`src/rtl/led_onehot_encoder_pkg.sv`:
```
// Shared types and the pattern classifier for the front-panel one-hot encoder.
// classify() is the single definition of how a sampled pattern maps to an event.
package led_enc_pkg;

    typedef enum logic {
        TRACK = 1'b0,
        OFFER = 1'b1
    } enc_state_t;

    localparam logic [7:0] LED_ALL_OFF = 8'hFF;

    typedef struct packed {
        logic [2:0] code;
        logic       none;
        logic       err;
    } led_class_t;

    // A single low bit yields its index. No low bits means all-off.
    // Two or more low bits is an error, and its code is forced to 0.
    function automatic led_class_t classify(input logic [7:0] pattern);
        led_class_t  c;
        int unsigned zeros;
        c     = '0;
        zeros = 0;
        for (int i = 0; i < 8; i++) begin
            if (!pattern[i]) begin
                zeros++;
                c.code = 3'(i);
            end
        end
        if (zeros == 0) begin
            c.none = 1'b1;
        end else if (zeros > 1) begin
            c.err  = 1'b1;
            c.code = 3'd0;
        end
        return c;
    endfunction

endpackage

```
`src/rtl/led_onehot_encoder_if.sv`:
```
// Event handshake between the panel encoder (master) and the switch-code consumer (slave).
interface led_onehot_encoder_if;
    logic [2:0] switch;
    logic       valid;
    logic       ready;
    logic       none;
    logic       err;

    modport master (output switch, output valid, output none, output err, input ready);
    modport slave  (input switch, input valid, input none, input err, output ready);
endinterface

```
`src/rtl/led_onehot_encoder_filter.sv`:
```
// Sampling register plus saturating stability counter for the panel pattern.
// The reset value of s_q counts as one all-off sample.
module led_stability_filter #(
    parameter int STABLE_CYCLES = 4
) (
    input  logic       clk,
    input  logic       rst,
    input  logic       enable,
    input  logic [7:0] led,
    output logic [7:0] s_q,
    output logic       stable
);
    import led_enc_pkg::*;

    localparam int CW = (STABLE_CYCLES > 1) ? $clog2(STABLE_CYCLES) : 1;
    localparam logic [CW-1:0] CNT_MAX = CW'(STABLE_CYCLES - 1);

    logic [CW-1:0] cnt;

    always_ff @(posedge clk) begin
        if (rst) begin
            s_q <= LED_ALL_OFF;
            cnt <= '0;
        end else if (enable) begin
            s_q <= led;
            if (led != s_q) begin
                cnt <= '0;
            end else if (cnt != CNT_MAX) begin
                cnt <= cnt + 1'b1;
            end
        end
    end

    assign stable = (cnt == CNT_MAX);

endmodule

```
`src/rtl/led_onehot_encoder.sv`:
```
// Panel encoder top: debounced active-low one-hot input reported once per stable change.
// The report is made over a valid/ready handshake.
module led_onehot_encoder
    import led_enc_pkg::*;
#(
    parameter int STABLE_CYCLES = 4
) (
    input  logic                  clk,
    input  logic                  rst,
    input  logic                  enable,
    input  logic [7:0]            led,
    led_onehot_encoder_if.master  bus
);

    logic [7:0] s_q;
    logic       stable;
    logic [7:0] last_q;
    enc_state_t state;
    led_class_t cls;

    led_stability_filter #(
        .STABLE_CYCLES(STABLE_CYCLES)
    ) u_filter (
        .clk    (clk),
        .rst    (rst),
        .enable (enable),
        .led    (led),
        .s_q    (s_q),
        .stable (stable)
    );

    assign cls = classify(s_q);

    // Outputs keep the last event's values after it is accepted; only valid drops.
    always_ff @(posedge clk) begin
        if (rst) begin
            state      <= TRACK;
            last_q     <= LED_ALL_OFF;
            bus.switch <= 3'd0;
            bus.valid  <= 1'b0;
            bus.none   <= 1'b0;
            bus.err    <= 1'b0;
        end else begin
            case (state)
                TRACK: begin
                    if (enable && stable && (s_q != last_q)) begin
                        state      <= OFFER;
                        last_q     <= s_q;
                        bus.switch <= cls.code;
                        bus.none   <= cls.none;
                        bus.err    <= cls.err;
                        bus.valid  <= 1'b1;
                    end
                end
                OFFER: begin
                    if (bus.ready) begin
                        state     <= TRACK;
                        bus.valid <= 1'b0;
                    end
                end
                default: begin
                    state     <= TRACK;
                    bus.valid <= 1'b0;
                end
            endcase
        end
    end

endmodule

```
`src/flat_wrapper.sv`:
```
// flat-port wrapper written by rule: the top's interface ports become plain ports
module led_onehot_encoder_flat import led_enc_pkg::*;
#(
    parameter int STABLE_CYCLES = 4
)
  (clk, rst, enable, led, bus_switch, bus_valid, bus_none, bus_err, bus_ready);
  led_onehot_encoder_if bus_i ();
  input  logic clk;
  input  logic rst;
  input  logic enable;
  input  logic [7:0] led;
  output wire logic [$bits(bus_i.switch)-1:0] bus_switch;
  output wire logic [$bits(bus_i.valid)-1:0] bus_valid;
  output wire logic [$bits(bus_i.none)-1:0] bus_none;
  output wire logic [$bits(bus_i.err)-1:0] bus_err;
  input wire logic [$bits(bus_i.ready)-1:0] bus_ready;
  assign bus_switch = bus_i.switch;
  assign bus_valid = bus_i.valid;
  assign bus_none = bus_i.none;
  assign bus_err = bus_i.err;
  assign bus_i.ready = bus_ready;
  led_onehot_encoder #(.STABLE_CYCLES(STABLE_CYCLES)) u_core (.clk(clk), .rst(rst), .enable(enable), .led(led), .bus(bus_i));
endmodule
```
`config.mk`:
```
export PLATFORM = sky130hd
export DESIGN_NAME = led_onehot_encoder_flat
export DESIGN_NICKNAME = d
export VERILOG_FILES = /design/src/rtl/led_onehot_encoder_pkg.sv /design/src/rtl/led_onehot_encoder_if.sv /design/src/rtl/led_onehot_encoder_filter.sv /design/src/rtl/led_onehot_encoder.sv /design/src/flat_wrapper.sv
export SDC_FILE = /design/constraint.sdc
export NUM_CORES = 1
export LEC_CHECK = 0
export BUFFER_PORTS_ARGS = -buffer_cell sky130_fd_sc_hd__buf_4
export CORE_MARGIN = 3
export CORE_UTILIZATION = 64
export CTS_CLUSTER_SIZE = 30
export DETAILED_ROUTE_END_ITERATION = 6
export PLACE_DENSITY = 0.85
export SLEW_MARGIN = 20
export SYNTH_ARGS = -nofsm -noshare
export SYNTH_HDL_FRONTEND = slang
export SYNTH_HIERARCHICAL = 1
export SYNTH_SLANG_ARGS = --single-unit
```
`constraint.sdc`:
```
create_clock -name clk -period 10.15 [get_ports clk]
set_input_delay 3.045 -clock clk [delete_from_list [all_inputs] [get_ports clk]]
set_output_delay 3.045 -clock clk [all_outputs]
set_load 0.02 [all_outputs]
```
Word-level counts from Yosys, hierarchy flattened
Cells that the tools add are included.
{"block": "op_classes", "add_sub_neg": 8, "mux": 28, "order_cmp": 1, "n_eq_ne": 6, "n_bitwise": 1, "reduce_logical": 7}
{"op": "$mux 32", "n": 7}
{"op": "$add 32x1->32 const B", "n": 6}
{"op": "$gt 32x1->1 const B", "n": 1}
{"op": "$logic_not 32->1", "n": 1}
{"op": "$mux 3", "n": 6}
{"op": "$ne 8x8->1", "n": 2}
{"op": "$mux 1", "n": 9}
{"op": "$mux 2", "n": 4}
{"op": "$reduce_and 2->1", "n": 3}
{"op": "$ne 2x2->1 const B", "n": 2}
{"op": "$pmux 1 s2", "n": 2}
{"op": "$add 1x1->2 const B", "n": 1}
{"op": "$add 2x1->2 const B", "n": 1}
{"op": "$eq 2x2->1 const B", "n": 1}
{"op": "$logic_and 1x1->1", "n": 2}
{"op": "$ne 2x1->1 const B", "n": 1}
{"op": "$reduce_bool 2->1", "n": 1}
{"op": "$not 1->1", "n": 1}
{"block": "word_totals", "regBits": 25, "inputBits": 12, "out_inout_bits": 6, "wordCells": 59}

Logic depth before layout (Yosys ltp)
{"block": "logic_depth", "ltp_word": 18, "ltp_mapped": 20}

Hierarchy
The synthesis kept the hierarchy.
{"module": "led_onehot_encoder", "area_each_um2": 1398.8, "cells_each": 162, "seq_area_each_um2": 300.3, "instances": 1}
{"module": "led_stability_filter", "area_each_um2": 481.7, "cells_each": 48, "seq_area_each_um2": 200.2, "instances": 1}

Worst setup path after synthesis
OpenSTA, ideal clock, no wires.
{"block": "synth_path", "path_type": "register to register", "startpoint": "register u_core.u_filter.s_q[0]", "endpoint": "register u_core.bus.none", "slack_ps": 5743, "arrival_time_ps": 4306, "n_path_buf": 1, "stages_incl_launch_ff": 20, "path_cell_list": "dfxtp_1 inv_1 ha_1 clkbuf_2 xnor3_1 inv_2 ha_1 a32o_1 or2_1 ha_1 or2_2 o31a_1 ha_1 mux2_2 ha_1 nor2_1 o21ai_0 o31ai_4 nand4b_4 o41ai_1"}
{"block": "synth_between", "elab_chain_cells": 17}
{"element": "start, declared", "line": "led_onehot_encoder_filter.sv:10", "source": "output logic [7:0] s_q,"}
{"element": "start signal, assigned", "line": "led_onehot_encoder_filter.sv:25", "source": "s_q <= led;"}
{"element": "$mux 1", "line": "led_onehot_encoder_pkg.sv:26", "source": "if (!pattern[i]) begin"}
{"element": "$add 1x1->2", "line": "led_onehot_encoder_pkg.sv:27", "source": "zeros++;"}
{"element": "$mux 32", "line": "led_onehot_encoder_pkg.sv:26"}
{"element": "$add 32x1->32", "line": "led_onehot_encoder_pkg.sv:27"}
{"element": "$mux 32", "line": "led_onehot_encoder_pkg.sv:26"}
{"element": "$add 32x1->32", "line": "led_onehot_encoder_pkg.sv:27"}
{"element": "$mux 32", "line": "led_onehot_encoder_pkg.sv:26"}
{"element": "$add 32x1->32", "line": "led_onehot_encoder_pkg.sv:27"}
{"element": "$mux 32", "line": "led_onehot_encoder_pkg.sv:26"}
{"element": "$add 32x1->32", "line": "led_onehot_encoder_pkg.sv:27"}
{"element": "$mux 32", "line": "led_onehot_encoder_pkg.sv:26"}
{"element": "$add 32x1->32", "line": "led_onehot_encoder_pkg.sv:27"}
{"element": "$mux 32", "line": "led_onehot_encoder_pkg.sv:26"}
{"element": "$add 32x1->32", "line": "led_onehot_encoder_pkg.sv:27"}
{"element": "$mux 32", "line": "led_onehot_encoder_pkg.sv:26"}
{"element": "$logic_not 32->1", "line": "led_onehot_encoder_pkg.sv:31", "source": "if (zeros == 0) begin"}
{"element": "$mux 1", "line": "led_onehot_encoder_pkg.sv:31"}
{"element": "end, declared", "line": "led_onehot_encoder_if.sv:9", "source": "modport master (output switch, output valid, output none, output err, input ready);"}
Parallel ways exist; a longest one is shown, timed or not.
A chain may end at the register's enable or synchronous reset.

Worst setup path after layout
{"block": "layout_path", "startpoint": "register u_core.u_filter.s_q[1]", "endpoint": "register u_core.bus.switch[0]"}
{"block": "layout_between", "elab_chain_cells": 16}
{"element": "$mux 32", "line": "led_onehot_encoder_pkg.sv:26"}
{"element": "$add 32x1->32", "line": "led_onehot_encoder_pkg.sv:27"}
{"element": "$mux 32", "line": "led_onehot_encoder_pkg.sv:26"}
{"element": "$add 32x1->32", "line": "led_onehot_encoder_pkg.sv:27"}
{"element": "$mux 32", "line": "led_onehot_encoder_pkg.sv:26"}
{"element": "$add 32x1->32", "line": "led_onehot_encoder_pkg.sv:27"}
{"element": "$mux 32", "line": "led_onehot_encoder_pkg.sv:26"}
{"element": "$add 32x1->32", "line": "led_onehot_encoder_pkg.sv:27"}
{"element": "$mux 32", "line": "led_onehot_encoder_pkg.sv:26"}
{"element": "$add 32x1->32", "line": "led_onehot_encoder_pkg.sv:27"}
{"element": "$mux 32", "line": "led_onehot_encoder_pkg.sv:26"}
{"element": "$add 32x1->32", "line": "led_onehot_encoder_pkg.sv:27"}
{"element": "$mux 32", "line": "led_onehot_encoder_pkg.sv:26"}
{"element": "$gt 32x1->1", "line": "led_onehot_encoder_pkg.sv:33", "source": "end else if (zeros > 1) begin"}
{"element": "$mux 3", "line": "led_onehot_encoder_pkg.sv:33"}
{"element": "$mux 3", "line": "led_onehot_encoder_pkg.sv:31"}
{"element": "end signal, assigned", "line": "led_onehot_encoder.sv:49", "source": "bus.switch <= cls.code;"}
{"element": "end, declared", "line": "led_onehot_encoder_if.sv:9"}
Parallel ways exist; a longest one is shown, timed or not.

==> out/metrics.cfg <==
[logic_synthesis]
ys_ff_latch = 25
synth-async-reset-ratio_pct = 0
yosys_warnings = 6
synth_fa_ha_area_share_pct = 5.99
synth_ff_type = dfxtp_1
synth_xor_area_share_pct = 15.4
synthSimpleGateAreaFrac_pct = 25.1
ys_seq_area_share_pct = 26.6
synth_top_family_by_area = simple AND/OR/NAND/NOR gates
synth_edf_count = 0
yosys.cell_types.count = 59
synth_compound_area_share_pct = 15.9
syn_area_per_cell_um2 = 8.96
synthCells = 210
synthMuxAreaShare_pct = 5.39
syn_area_um2 = 1880
synth_nets = 231

[global_route]
grt_pass1_wl_um = 6190
grt_max_degree = 20
grt_util_all_layers_pct = 22.7
first_global_vias = 1422
antenna_found_initial = 0
grt_remaining_overflow = 0

[floorplan]
core_region_area_um2 = 2780
dieArea_um2 = 3620
rows = 19
die_w_um = 60.2
floorplan.initialDensity_pct = 67.6
ios = 18
die_h_um = 60.2

[setup_path]
end_kind = flip-flop
cp_cell_sequence = inv_1, ha_1, xnor3_1, inv_2, ha_1, a32o_1, or2_1, ha_1, or2_2, o31a_1, ha_1, mux2_2, ha_1, nor2_1, o21ai_0, o31ai_4, nand4b_4, o41ai_1
r2r-start = u_core/u_filter/s_q[1]
r2r-end = u_core/bus.switch[0]
worstPathArrival_ns = 5.14
reg2reg_setup_slack_ns = 5.25
startpoint_type = flip-flop
crit_fanout = 8
reg2reg_depth = 18
slowest_stage = dfxtp_1
max_stage_delay_ns = 0.54
crit_type = flip-flop to flip-flop
worstPathRequired_ns = 10.38
cpMostUsedCell = ha_1

[clock_tree]
postCtsSetupRepairBufs = 0
cts.clk_slew.worst_paths_ns = 0.14
cts_tree = yes
clk-insertion-delay-late_ns = 0.33
cts.htree.levels = 1
cts_buffers = 3
cts_resized = 0
cts-hold-fix-buffers = 0
cts.sinks = 25
cts_buffer_depth = 2
cts-root-buf = clkbuf_4

[sta]
slew_headroom_pct = 55.2
hold_violations = 0
finalCriticalPeriod_ns = 4.90
fin_worst_skew_ns = 0.0162
timing.hold.ws_ns = 0.466
rsz0062_at_grt = false
final.setup.tns_ns = 0
slew_viol_final = 0
setup_viol = 0
max_freq_ghz = 0.204
fin_ws_ns = 5.25
worst_pin_slew_ns = 0.672
period_share_pct = 48.3

[final_layout]
final_cell_mix = dfxtp_1, nand2_1, buf_4, xor2_1, nor2b_1
final_layout_size_suffix_gt1_share_pct = 15.5
syn_to_final_growth_pct = 7.32
antenna_cells = 0
stdcell_area_um2 = 2020
final_util_pct = 72.6
fillers = 222
nNetsFinal = 242
final_common_cell = dfxtp_1

[drt]
vias = 1533
avgViaCountPerCell = 6.11
drc = 0
final_antenna_net_count = 0
routed_wl_um = 3740
dr.first_iter.drc_count = 80
drtPass1Iterations = 4
wl_per_cell_um = 14.9

[place]
portBuffers = 17
placed_cell_area_um2 = 1990
routabilityCongestion = 0.821
post-place-ws_ns = 4.87
hpwlAfterDp_um = 2940

[hold_path]
hold_class = flip-flop to flip-flop
min_from = u_core/u_filter/cnt[1]
min_path_cells = 2
whs_endpoint = u_core/u_filter/cnt[1]

[pwr]
peakVddDrop_uv = 129
power.density_nw_per_um2 = 120
leakage_uw = 0.000837

[flow_run]
drv_cap = 0

[run_status]
outcome = completed

worst max-delay path, delay by kind of cell (launching register included):
kind | cells | cell delay (ns)
compound gates | 5 | 0.96
xor+xnor | 1 | 0.35
fa+ha+maj | 5 | 1.66
buf+inv | 2 | 0.21
flops | 1 | 0.54
mux | 1 | 0.30
simple gates | 4 | 0.80
area by class of cell:
class | instances | area, µm² | share of cell area (%)
Tap cell | 31 | 38.8 | 1.92
Clock inverter | 1 | 5.00 | 0.248
Multi-Input combinational cell | 162 | 1280 | 63.4
Inverter | 12 | 45.0 | 2.23
Timing Repair Buffer | 17 | 128 | 6.32
Sequential cell | 25 | 500 | 24.8
Clock buffer | 3 | 22.5 | 1.12
sequential cells by signal (all words and copies together) (netlist names):
name                 flops
u_core/bus.valid         1
u_core/state             1
u_core/u_filter/s_q      8
u_core/last_q            8
u_core/bus.switch        3
u_core/bus.none          1
u_core/bus.err           1
u_core/u_filter/cnt      2
cells by family (layout without fill, tap and decap cells):
family          count (synthesis)  count (layout)
simple gates                   76              76
flops                          25              25
fa+ha+maj                       9               9
compound gates                 38              38
mux                            10              10
buf+inv                        23              33
xor+xnor                       29              29
per-stage QoR:
stage,cells,power [µW]
2_1_floorplan,210,182
3_3_place_gp,247,195
3_5_place_dp,247,198
4_1_cts,251,243
5_1_grt,251,260
6_report,251,243
per-layer routing:
layer | track usage [%] | share of wire (%)
met4 | 7.59 | 1.8
met2 | 42.3 | 54
met1 | 26.4 | 41
met3 | 2.59 | 3.3
met5 | 0 | 0
cell usage after synthesis (all sizes together) (4+ instances only):
cell type  number  share of area (%)
ha              9                6.0
mux2i           9                4.8
buf             5                1.9
nor2            9                1.8
o21ai           5                1.3
nor2b          14                4.7
nor4            5                2.8
nor3            5                2.2
a211o           8                3.7
inv            11                2.2
xnor2           9                4.2
nand2          22                4.4
clkbuf          6                1.3
xor2           18                8.8
dfxtp          25                 27
o41ai           4                1.9
how the worst max path moves through the flow:
stage,endpoint,slack (ns),depth (start not counted),from
floorplan,u_core/bus.none,5.74,19,u_core/u_filter/s_q[0]
global placement,u_core/bus.none,5.07,6,enable
detailed placement,u_core/bus.switch[0],4.87,6,enable
CTS,u_core/bus.switch[0],5.22,6,enable
global route,u_core/bus.switch[0],4.83,20,u_core/u_filter/s_q[1]
finish,u_core/bus.switch[0],5.25,18,u_core/u_filter/s_q[1]
power by group:
group / internal [µW] / switching (µW) / total, µW
Combinational: 41.5 / 47.4 / 88.9
Clock: 14.8 / 30.3 / 45.1
Sequential: 100 / 8.23 / 109
Power figures use the tool's default switching activity.
